==> config.mk <==
export PLATFORM = sky130hd
export DESIGN_NAME = serial_subtractor_flat
export DESIGN_NICKNAME = d
export VERILOG_FILES = /design/src/rtl/serial_subtractor_if.sv /design/src/rtl/serial_subtractor.sv /design/src/flat_wrapper.sv
export SDC_FILE = /design/constraint.sdc
export NUM_CORES = 1
export LEC_CHECK = 0
export CORE_UTILIZATION = 70
export CTS_BUF_LIST = sky130_fd_sc_hd__clkbuf_8
export CTS_CLUSTER_SIZE = 14
export DETAILED_ROUTE_END_ITERATION = 16
export DONT_BUFFER_PORTS = 1
export PLACE_DENSITY = 0.87
export SYNTH_ARGS = -nofsm -noshare
export SYNTH_HDL_FRONTEND = slang
export SYNTH_SLANG_ARGS = --single-unit
export TNS_END_PERCENT = 100
==> constraint.sdc <==
create_clock -name clk_i -period 2.96 [get_ports clk_i]
set_clock_uncertainty 0.15 [all_clocks]
set_input_delay 0.74 -clock clk_i [delete_from_list [all_inputs] [get_ports clk_i]]
set_output_delay 0.74 -clock clk_i [all_outputs]
set_load 0.05 [all_outputs]
==> src/rtl/serial_subtractor_if.sv <==
// Handshake and data bundle for serial_subtractor.
// Optional feature macro: SERIAL_SUB_OVERFLOW_EN adds the overflow_o signal.
interface serial_subtractor_if #(
  parameter int WIDTH = 32
);
  // Operand side: start/ready handshake
  logic             start_i;
  logic [WIDTH-1:0] a_i;
  logic [WIDTH-1:0] b_i;
  logic             borrow_i;
  logic             ready_o;
  // Result side: valid/ready handshake
  logic             valid_o;
  logic             ready_i;
  logic [WIDTH-1:0] diff_o;
  logic             borrow_o;
`ifdef SERIAL_SUB_OVERFLOW_EN
  logic             overflow_o;
`endif

  // Producer of operands and consumer of results
  modport master (
`ifdef SERIAL_SUB_OVERFLOW_EN
    input  overflow_o,
`endif
    output start_i, a_i, b_i, borrow_i, ready_i,
    input  ready_o, valid_o, diff_o, borrow_o
  );

  // The subtractor itself
  modport slave (
`ifdef SERIAL_SUB_OVERFLOW_EN
    output overflow_o,
`endif
    input  start_i, a_i, b_i, borrow_i, ready_i,
    output ready_o, valid_o, diff_o, borrow_o
  );
endinterface

==> src/rtl/serial_subtractor.sv <==
// Bit-serial, LSB-first subtractor: diff = a - b - borrow_in over WIDTH cycles
// with one full-subtractor cell and a borrow flip-flop.
// Optional feature macro: SERIAL_SUB_OVERFLOW_EN adds signed-overflow detection.
module serial_subtractor #(
  parameter int WIDTH = 32
) (
  input  logic              clk_i,
  input  logic              rst_i,
  serial_subtractor_if.slave bus
);

  localparam int CW = $clog2(WIDTH + 1);
  localparam logic [CW-1:0] LAST_BIT = CW'(WIDTH - 1);

  typedef enum logic [1:0] {
    S_IDLE,
    S_BUSY,
    S_DONE
  } state_t;

  state_t           r_state;
  state_t           w_next;
  logic [CW-1:0]    r_cnt;
  logic [WIDTH-1:0] r_a_sh;
  logic [WIDTH-1:0] r_b_sh;
  logic [WIDTH-1:0] r_res;
  logic             r_br;

  logic             w_accept;
  logic             w_x;
  logic             w_y;
  logic             w_d;
  logic             w_br_next;

  assign w_accept = bus.start_i & (r_state == S_IDLE);

  // Full-subtractor cell on the current LSBs
  assign w_x       = r_a_sh[0];
  assign w_y       = r_b_sh[0];
  assign w_d       = w_x ^ w_y ^ r_br;
  assign w_br_next = (~w_x & w_y) | (~w_x & r_br) | (w_y & r_br);

  // State register
  always_ff @(posedge clk_i) begin
    // NOTE: sequential state uses non-blocking assignments so every flop
    // samples pre-edge values regardless of process ordering.
    if (rst_i) r_state <= S_IDLE;
    else       r_state <= w_next;
  end

  // Next-state decode
  always_comb begin
    // NOTE: default first so no path through the case leaves w_next unassigned
    // (which would infer a latch).
    w_next = r_state;
    case (r_state)
      S_IDLE:  if (bus.start_i)          w_next = S_BUSY;
      S_BUSY:  if (r_cnt == LAST_BIT)    w_next = S_DONE;
      S_DONE:  if (bus.ready_i)          w_next = S_IDLE;
      default:                           w_next = S_IDLE;
    endcase
  end

  // Handshake outputs decoded purely from the state register
  always_comb begin
    bus.ready_o = 1'b0;
    bus.valid_o = 1'b0;
    case (r_state)
      S_IDLE:  bus.ready_o = 1'b1;
      S_DONE:  bus.valid_o = 1'b1;
      default: ;
    endcase
  end

  // Operand capture, bit-serial shifting and bit counter
  always_ff @(posedge clk_i) begin
    if (rst_i) begin
      r_a_sh <= '0;
      r_b_sh <= '0;
      r_res  <= '0;
      r_br   <= 1'b0;
      r_cnt  <= '0;
    end else if (w_accept) begin
      r_a_sh <= bus.a_i;
      r_b_sh <= bus.b_i;
      r_br   <= bus.borrow_i;
      r_cnt  <= '0;
    end else if (r_state == S_BUSY) begin
      r_a_sh <= r_a_sh >> 1;
      r_b_sh <= r_b_sh >> 1;
      r_res  <= {w_d, r_res[WIDTH-1:1]};
      r_br   <= w_br_next;
      r_cnt  <= r_cnt + CW'(1);
    end
  end

  // Result and borrow hold their last values outside DONE
  assign bus.diff_o   = r_res;
  assign bus.borrow_o = r_br;

`ifdef SERIAL_SUB_OVERFLOW_EN
  logic r_sa;
  logic r_sb;

  // Operand sign capture for signed-overflow detection
  always_ff @(posedge clk_i) begin
    if (rst_i) begin
      r_sa <= 1'b0;
      r_sb <= 1'b0;
    end else if (w_accept) begin
      r_sa <= bus.a_i[WIDTH-1];
      r_sb <= bus.b_i[WIDTH-1];
    end
  end

  // Overflow: operand signs differ and the result sign differs from the minuend
  assign bus.overflow_o = (r_state == S_DONE) & (r_sa != r_sb) & (r_res[WIDTH-1] != r_sa);
`endif

endmodule

==> src/flat_wrapper.sv <==
// flat-port wrapper written by rule: the top's interface ports become plain ports
module serial_subtractor_flat 
#(
  parameter int WIDTH = 32
)
  (clk_i, rst_i, bus_start_i, bus_a_i, bus_b_i, bus_borrow_i, bus_ready_i, bus_ready_o, bus_valid_o, bus_diff_o, bus_borrow_o);
  serial_subtractor_if #(.WIDTH(WIDTH)) bus_i ();
  input  logic clk_i;
  input  logic rst_i;
  input wire logic [$bits(bus_i.start_i)-1:0] bus_start_i;
  input wire logic [$bits(bus_i.a_i)-1:0] bus_a_i;
  input wire logic [$bits(bus_i.b_i)-1:0] bus_b_i;
  input wire logic [$bits(bus_i.borrow_i)-1:0] bus_borrow_i;
  input wire logic [$bits(bus_i.ready_i)-1:0] bus_ready_i;
  output wire logic [$bits(bus_i.ready_o)-1:0] bus_ready_o;
  output wire logic [$bits(bus_i.valid_o)-1:0] bus_valid_o;
  output wire logic [$bits(bus_i.diff_o)-1:0] bus_diff_o;
  output wire logic [$bits(bus_i.borrow_o)-1:0] bus_borrow_o;
  assign bus_i.start_i = bus_start_i;
  assign bus_i.a_i = bus_a_i;
  assign bus_i.b_i = bus_b_i;
  assign bus_i.borrow_i = bus_borrow_i;
  assign bus_i.ready_i = bus_ready_i;
  assign bus_ready_o = bus_i.ready_o;
  assign bus_valid_o = bus_i.valid_o;
  assign bus_diff_o = bus_i.diff_o;
  assign bus_borrow_o = bus_i.borrow_o;
  serial_subtractor #(.WIDTH(WIDTH)) u_core (.clk_i(clk_i), .rst_i(rst_i), .bus(bus_i));
endmodule
Word-level counts from Yosys, hierarchy flattened --
Index checks and enable logic that the tools add are counted.
Cells by class: add/subtract/negate cells 1, equal/unequal tests 6, bitwise operators 10, mux-type cells 12, reduce and logical (&&, ||, !) cells 5
Operators by type and width (count):
- 2-to-1 mux 32 bit | 4
- adder 6 x 1 -> 6 bit (second input constant) | 1
- == test 6 x 5 -> 1 bit (second input constant) | 1
- 2-to-1 mux 2 bit | 3
- one-hot mux 2 bit (3 select lines) | 1
- AND 1 bit | 4
- 2-to-1 mux 1 bit | 4
- != test 2 bit (second input constant) | 2
- AND reduction 3 bit | 1
- == test 2 x 1 -> 1 bit (second input constant) | 1
- == test 2 bit (second input constant) | 1
- zero test 2 bit | 1
- != test 2 x 1 -> 1 bit (second input constant) | 1
- inverter 1 bit | 2
- bitwise OR 1 bit | 2
- AND reduction 2 bit | 1
- nonzero test 2 bit | 1
- OR reduction 2 bit | 1
- bitwise XOR 1 bit | 2
Storage, ports and cells: word-level logic and storage cells 40, register bits after elaboration 105, input bits 69

Longest topological paths before layout --
Gate-level depths: netlist of the first run.
depth in word-level cells 6, mapped depth 6, gate-level depth less buffers 4

Worst setup path after synthesis of the first run --
Ideal clock, no wire load.
kind register to output, start point register u_core.r_state[0], end point output port bus_ready_o, cell stages (with the launch flop) 5, setup slack 0.676 ns, arrival 1.394 ns, path buffers 3, data required time 2.070 ns, cell sequence dfxtp_1 buf_4 buf_4 buf_4 nor2_1
Between the ends: word-level cells in the longest chain between the ends 2
Ends and longest elaborated chain:
- start, declared | RTL line serial_subtractor.sv:21 | state_t r_state;
- start signal, assigned | RTL line serial_subtractor.sv:48 | else r_state <= w_next;
- zero test 2 bit | RTL line serial_subtractor.sv:68 | case (r_state)
- 2-to-1 mux 1 bit | RTL line serial_subtractor.sv:68
- end, declared | RTL line flat_wrapper.sv:15 | output wire logic [$bits(bus_i.ready_o)-1:0] bus_ready_o;
No other way between the ends.

Worst setup path in the final report of the first run --
start point register u_core.r_state[1], end point output port bus_valid_o
Between the ends: word-level cells in the longest chain between the ends 2
Ends and longest elaborated chain:
- == test 2 bit | RTL line serial_subtractor.sv:68
- 2-to-1 mux 1 bit | RTL line serial_subtractor.sv:68
- end, declared | RTL line flat_wrapper.sv:16 | output wire logic [$bits(bus_i.valid_o)-1:0] bus_valid_o;
No other way between the ends.

==> out/results.txt, run 1 <==
WL per Instance: 16.5 um
drt via density: 6.40
Crit Path Class: reg2out
# IOs: 104
DP Wirelength: 5.88 mm
relative slew slack: 29.9%
Initial Util: 74.2%
Layout Cells excl Fill: 592
number of nets with antenna violations after routing: 0
Critical Path Slowest Stage Cell: dfxtp_1
flops & latches, synth: 105
Chip Height: 85.0 um
Least-Margin Pin Slew: 1.05 ns
CP cell instances: nand2b_1 > inv_1
Die ar.: 7220 um^2
fin crit share: 78.2%
Peak Freq: 432 MHz
failing checks: design-rule violations
CP max FO: 10
Worst IR Drop VDD: 444 uV
yosys warns: 0
final RePlAce weighted congestion: 0.815
CTS tree: done
HP Class: in2reg
clock-pin transition on the worst setup and hold timing paths: 0.10 ns
clock sinks: 105
Post-CTS Setup Bufs: 0
cell row count: 29
Final Worst Setup Slack: 0.646 ns
syn_nets: 620
via count: 3787
cts bufs inserted: 9
synthesized area: 4820 um^2
RSZ-0062 raised after global routing: no
final setup fails: 0
Setup WS pre-CTS: 0.812 ns
vias in the first global route: 3778
Max clock buf depth: 2
antenna cells: 0
post_cts resized: 0
port buffer count: 0
Unique masters post-synth: 35
wirelength, routed: 9.74 mm
sequential share of the synthesized area: 43.6%
Area Growth Syn to Fin: 0.961%
first-pass GRT wire length: 16.6 mm
Period minus WS final: 2.31 ns
core area: 6490 um^2
die width: 85.0 um
Placed Instances: 576
antenna violations before repair: 0
largest net degree at the start of global routing: 101
Worst path max stage delay: 0.54 ns
Hold Buf Count CTS: 0
arrival time worst endpoint: 1.42 ns
share of cells above drive strength 1: 15.1%
Root Buffer: clkbuf_8
Pre-antenna DRT Iters: 12
TNS Setup: 0 ns
Skew-Pair Late Insertion Delay: 0.37 ns
leak pwr: 1.67 nW
nets@finish: 581
cell count after synthesis: 549
status: complete, but fails checks
Setup crit end kind: primary output
grt total ovfl: 0
maximum capacitance violations: 0
PD cells: 572 nW/um^2
startpoint types: flip-flop
Residual DRC: 9
Slew Limit Fails: 0
Synth Area per Inst: 8.78 um^2
Cell Area, Placed: 4660 um^2
DR iter-0 viols: 224
Core Util, Final: 74.9%
Worst Path Required: 2.07 ns
Final Cell Area: 4870 um^2
final hold vios: 0
Tot GR Track Use: 28.4%
H-Tree Level Count: 3
registers in the layout (all words and copies together), names as in the netlist:
name / count
u_core.bus.diff_o: 32
u_core.r_cnt: 6
u_core.r_a_sh: 32
u_core.r_state: 2
u_core.bus.borrow_o: 1
u_core.r_b_sh: 32
metal layers:
metal	share of wire, %	up-vias	global-route usage [%]	wire, um
met5	0	-	0	0
met4	1.8	0	8.94	174
met3	7.7	17	10.6	751
met2	49	120	49.9	4800
met1	41	1812	32.1	4020
li1	-	1838	-	-
cell usage after synthesis:
| library cell | number | area share, % |
|---|---|---|
| nor3b_1 | 1 | 0.16 |
| a211oi_2 | 50 | 13 |
| nor2_1 | 129 | 10 |
| nand3b_1 | 1 | 0.16 |
| o21bai_1 | 1 | 0.16 |
| a211oi_1 | 13 | 2.0 |
| nand2_1 | 65 | 5.1 |
| nand4b_1 | 1 | 0.18 |
| o22ai_1 | 3 | 0.39 |
| clkbuf_1 | 14 | 1.1 |
| o2bb2ai_1 | 60 | 11 |
| inv_1 | 3 | 0.23 |
| o21ba_1 | 1 | 0.21 |
| buf_6 | 3 | 0.70 |
| buf_4 | 15 | 2.3 |
| nand2b_1 | 2 | 0.26 |
| nor3_1 | 2 | 0.21 |
| xor2_1 | 1 | 0.18 |
| a221oi_1 | 1 | 0.18 |
| or3_1 | 3 | 0.39 |
| ha_1 | 1 | 0.26 |
| inv_2 | 2 | 0.16 |
| o21ai_0 | 3 | 0.31 |
| buf_1 | 7 | 0.55 |
| o32a_1 | 1 | 0.21 |
| nand3_1 | 3 | 0.31 |
| a22oi_1 | 2 | 0.31 |
| fa_1 | 1 | 0.42 |
| buf_2 | 16 | 1.7 |
| nor2b_1 | 1 | 0.13 |
| xnor2_1 | 1 | 0.18 |
| nand2b_4 | 1 | 0.29 |
| or2_2 | 1 | 0.13 |
| dfxtp_1 | 105 | 44 |
| a21oi_1 | 35 | 3.6 |
critical path: cells and delay by family (launching register included):
family	cells	cell delay, ns
buf+inv	1	0.36
simple gates	1	0.15
flops	1	0.54
through the flow:
stage / hold WS (ns) / power (mW)
after floorplan: 0.316 / 1.92
after global placement: 0.323 / 1.90
after detailed placement: 0.341 / 1.92
after CTS: 0.263 / 2.80
after global routing: 0.249 / 2.91
final: 0.277 / 2.78
final timing paths:
check,start,to,slack [ns],cells after the start
max reg2reg,u_core.r_state[0],u_core.r_cnt[5],0.79,4
min,rst_i,u_core.r_b_sh[9],0.28,1
max,u_core.r_state[1],bus_valid_o,0.65,2
min reg2reg,u_core.r_a_sh[5],u_core.r_a_sh[5],0.36,2
cells in the final DEF, fill, tap and decap left out, drive strengths merged:
cell type,instances
nand3b,1
nand4b,1
a221oi,1
buf,5
nor2,129
a22oi,2
bufinv,1
xnor2,1
or3,3
clkbuf,9
dfxtp,105
o22ai,3
nand2,65
fa,1
nor2b,1
o2bb2ai,60
clkinvlp,1
nand3,3
o21ba,1
ha,1
nor3b,1
clkinv,3
nand2b,3
xor2,1
o21bai,1
nor3,2
a211oi,63
o21ai,3
o32a,1
or2,1
inv,7
a21oi,35
power by group:
part | switching [mW] | leakage (nW) | internal (mW)
combinational | 0.180 | 0.704 | 0.140
sequential | 0.0685 | 0.863 | 1.50
clock | 0.499 | 0.100 | 0.398
final cells by class:
cell class | instances | area (um^2)
Multi-Input combinational cell | 384 | 2400
Sequential cell | 105 | 2100
Fill cell | 502 | 1630
Clock buffer | 9 | 124
Tap cell | 77 | 96.3
Clock inverter | 7 | 77.6
Timing Repair Buffer | 5 | 50.0
Inverter | 5 | 18.8
kinds of logic after synthesis:
family / Yosys count / synth area share, %
flip-flops: 105 / 43.6
adder cells (fa/ha/maj): 2 / 0.675
AND/OR/NAND/NOR: 210 / 17.3
buffers and inverters: 60 / 6.72
XOR/XNOR: 2 / 0.364
AO/OA/AOI/OAI: 170 / 31.3
(Power assumes the default switching activity.)
==> run 2: changes to the inputs <==
--- a/config.mk
+++ b/config.mk
@@ -5,12 +5,12 @@
 export SDC_FILE = /design/constraint.sdc
 export NUM_CORES = 1
 export LEC_CHECK = 0
-export CORE_UTILIZATION = 70
+export CORE_UTILIZATION = 66
 export CTS_BUF_LIST = sky130_fd_sc_hd__clkbuf_8
 export CTS_CLUSTER_SIZE = 14
 export DETAILED_ROUTE_END_ITERATION = 16
 export DONT_BUFFER_PORTS = 1
-export PLACE_DENSITY = 0.87
+export PLACE_DENSITY = 0.83
 export SYNTH_ARGS = -nofsm -noshare
 export SYNTH_HDL_FRONTEND = slang
 export SYNTH_SLANG_ARGS = --single-unit
==> constraint.sdc (replaced) <==
create_clock -name clk_i -period 2.4 [get_ports clk_i]
set_clock_uncertainty 0.15 [all_clocks]
set_input_delay 0.6 -clock clk_i [delete_from_list [all_inputs] [get_ports clk_i]]
set_output_delay 0.6 -clock clk_i [all_outputs]
set_load 0.05 [all_outputs]
==> run 2 against run 1 <==
Net effect:
- the flow now finishes without violations
- critical path depth is the same
- total power is 29% higher
- register-to-register slack got worse by 0.05 ns
- utilization down 2.9 points
- die area rose by 5.9%
- routed wire length shrank 1.2%
- highest routed layer unchanged
==> out/results.txt, run 2 (synthesized netlist as in run 1, its figures left out) <==
Placed Instances: 599 (+4.0%)
via count: 3711 (-2.0%)
Die ar.: 7650 um^2 (+5.9%)
Worst Path Required: 1.65 ns (-0.42 ns)
Hold Crit Depth: 1 (unchanged)
clock sinks: 105 (unchanged)
Residual DRC: 0 (-9)
PD cells: 720 nW/um^2 (+26%)
Initial Util: 69.8% (-4.4 points)
nets@finish: 585 (+0.69%)
DP Wirelength: 5.94 mm (+1.0%)
cts bufs inserted: 9 (unchanged)
die width: 87.5 um (+2.9%)
final setup fails: 0 (unchanged)
antenna cells: 0 (unchanged)
Root Buffer: clkbuf_8
Setup crit end kind: primary output
arrival time worst endpoint: 1.36 ns (-0.06 ns)
Reg area: 2100 um^2 (unchanged)
Crit Path Class: reg2out
drt via density: 6.03 (-5.7%)
antenna violations before repair: 0 (unchanged)
clock-pin transition on the worst setup and hold timing paths: 0.10 ns (about the same)
most frequent cells in the layout: nor2_1, dfxtp_1, nand2_1
CP max FO: 10 (unchanged)
Final Cell Area: 4980 um^2 (+2.3%)
number of nets with antenna violations after routing: 0 (unchanged)
Area Growth Syn to Fin: 3.25%
final RePlAce weighted congestion: 0.719 (-12%)
fin crit share: 88.1%
core area: 6910 um^2 (+6.3%)
Layout Cells excl Fill: 615 (+3.9%)
HP Class: in2reg
wirelength, routed: 9.63 mm (-1.2%)
leak pwr: 1.72 nW (+2.8%)
Hold Buf Count CTS: 0 (unchanged)
CTS tree: done
WL per Instance: 15.7 um (-4.9%)
first-pass GRT wire length: 15.5 mm (-6.4%)
TNS Setup: 0 ns (unchanged)
relative slew slack: 62.9% (+33 points)
Tot GR Track Use: 26.0% (-2.4 points)
Worst IR Drop VDD: 450 uV (+1.3%)
most common cell after layout, fill and taps aside: nor2_1
status: completed
Skew-Pair Late Insertion Delay: 0.37 ns (about the same)
Slew Limit Fails: 0 (unchanged)
vias in the first global route: 3291 (-13%)
Peak Freq: 473 MHz
port buffer count: 0 (unchanged)
RSZ-0062 raised after global routing: no
Cell Area, Placed: 4740 um^2 (+1.7%)
maximum capacitance violations: 0 (unchanged)
startpoint types: flip-flop
Post-CTS Setup Bufs: 0 (unchanged)
fill count: 554 (+10%)
Pre-antenna DRT Iters: 4 (-8)
largest net degree at the start of global routing: 101 (unchanged)
FF-to-FF path depth: 4 (unchanged)
Max clock buf depth: 2 (unchanged)
DR iter-0 viols: 270 (+21%)
Period minus WS final: 2.11 ns
share of cells above drive strength 1: 15.8% (+0.65 points)
post_cts resized: 0 (unchanged)
grt total ovfl: 0 (unchanged)
multi-input logic area: 2400 um^2 (unchanged)
final hold vios: 0 (unchanged)
# IOs: 104 (unchanged)
Least-Margin Pin Slew: 0.556 ns (-0.494 ns)
H-Tree Level Count: 3 (unchanged)
cell row count: 30 (+3.4%)
Chip Height: 87.5 um (+2.9%)
-- run 2: final timing paths --
path | from | slack, ns | endpoint
max reg2reg | u_core.r_state[0] | 0.74 | u_core.r_b_sh[17]
max | u_core.r_state[1] | 0.29 | bus_valid_o
min reg2reg | u_core.r_a_sh[0] | 0.35 | u_core.r_a_sh[0]
min | rst_i | 0.14 | u_core.r_a_sh[14]
-- run 2: final cells by class --
class                   count  share of cell area (%)
clock inverters             7                    2.19
well taps                  96                    2.41
repair buffers              9                    2.11
clock buffers               9                    2.49
inverters                   5                   0.377
multi-input cells         384                    48.2
flip-flops and latches    105                    42.3
-- run 2: per-layer routing --
layer | global-route usage, % | routed length [um] | up-vias | share of wire (%)
li1 | - | - | 1846 | -
met1 | 34.3 | 4240 | 1770 | 44
met2 | 41.2 | 4740 | 84 | 49
met3 | 7.96 | 550 | 11 | 5.7
met4 | 7.60 | 95 | 0 | 0.99
met5 | 0 | 0 | - | 0
-- run 2: where the power goes --
part | internal [mW] | switching, mW | total (mW) | leakage [nW]
Combinational | 0.183 | 0.233 | 0.416 | 0.734
Sequential | 1.85 | 0.0732 | 1.92 | 0.863
Clock | 0.611 | 0.635 | 1.25 | 0.118
-- run 2: metrics by stage --
step                hold WS (ns)  utilization, %  setup slack (ns)  power (mW)
finish                     0.137            72.0             0.285        3.58
floorplan                  0.316               -             0.256        2.36
CTS                        0.117            72.0             0.280        3.61
global placement           0.325            68.7             0.750        2.36
global route               0.103            72.0             0.225        3.74
detailed placement         0.337            68.7             0.703        2.38
-- run 2: worst max-delay path, cell delays in order (launching register included) --
cell      delay (ns)
dfxtp_1         0.54
nand2b_1        0.12
inv_1           0.34
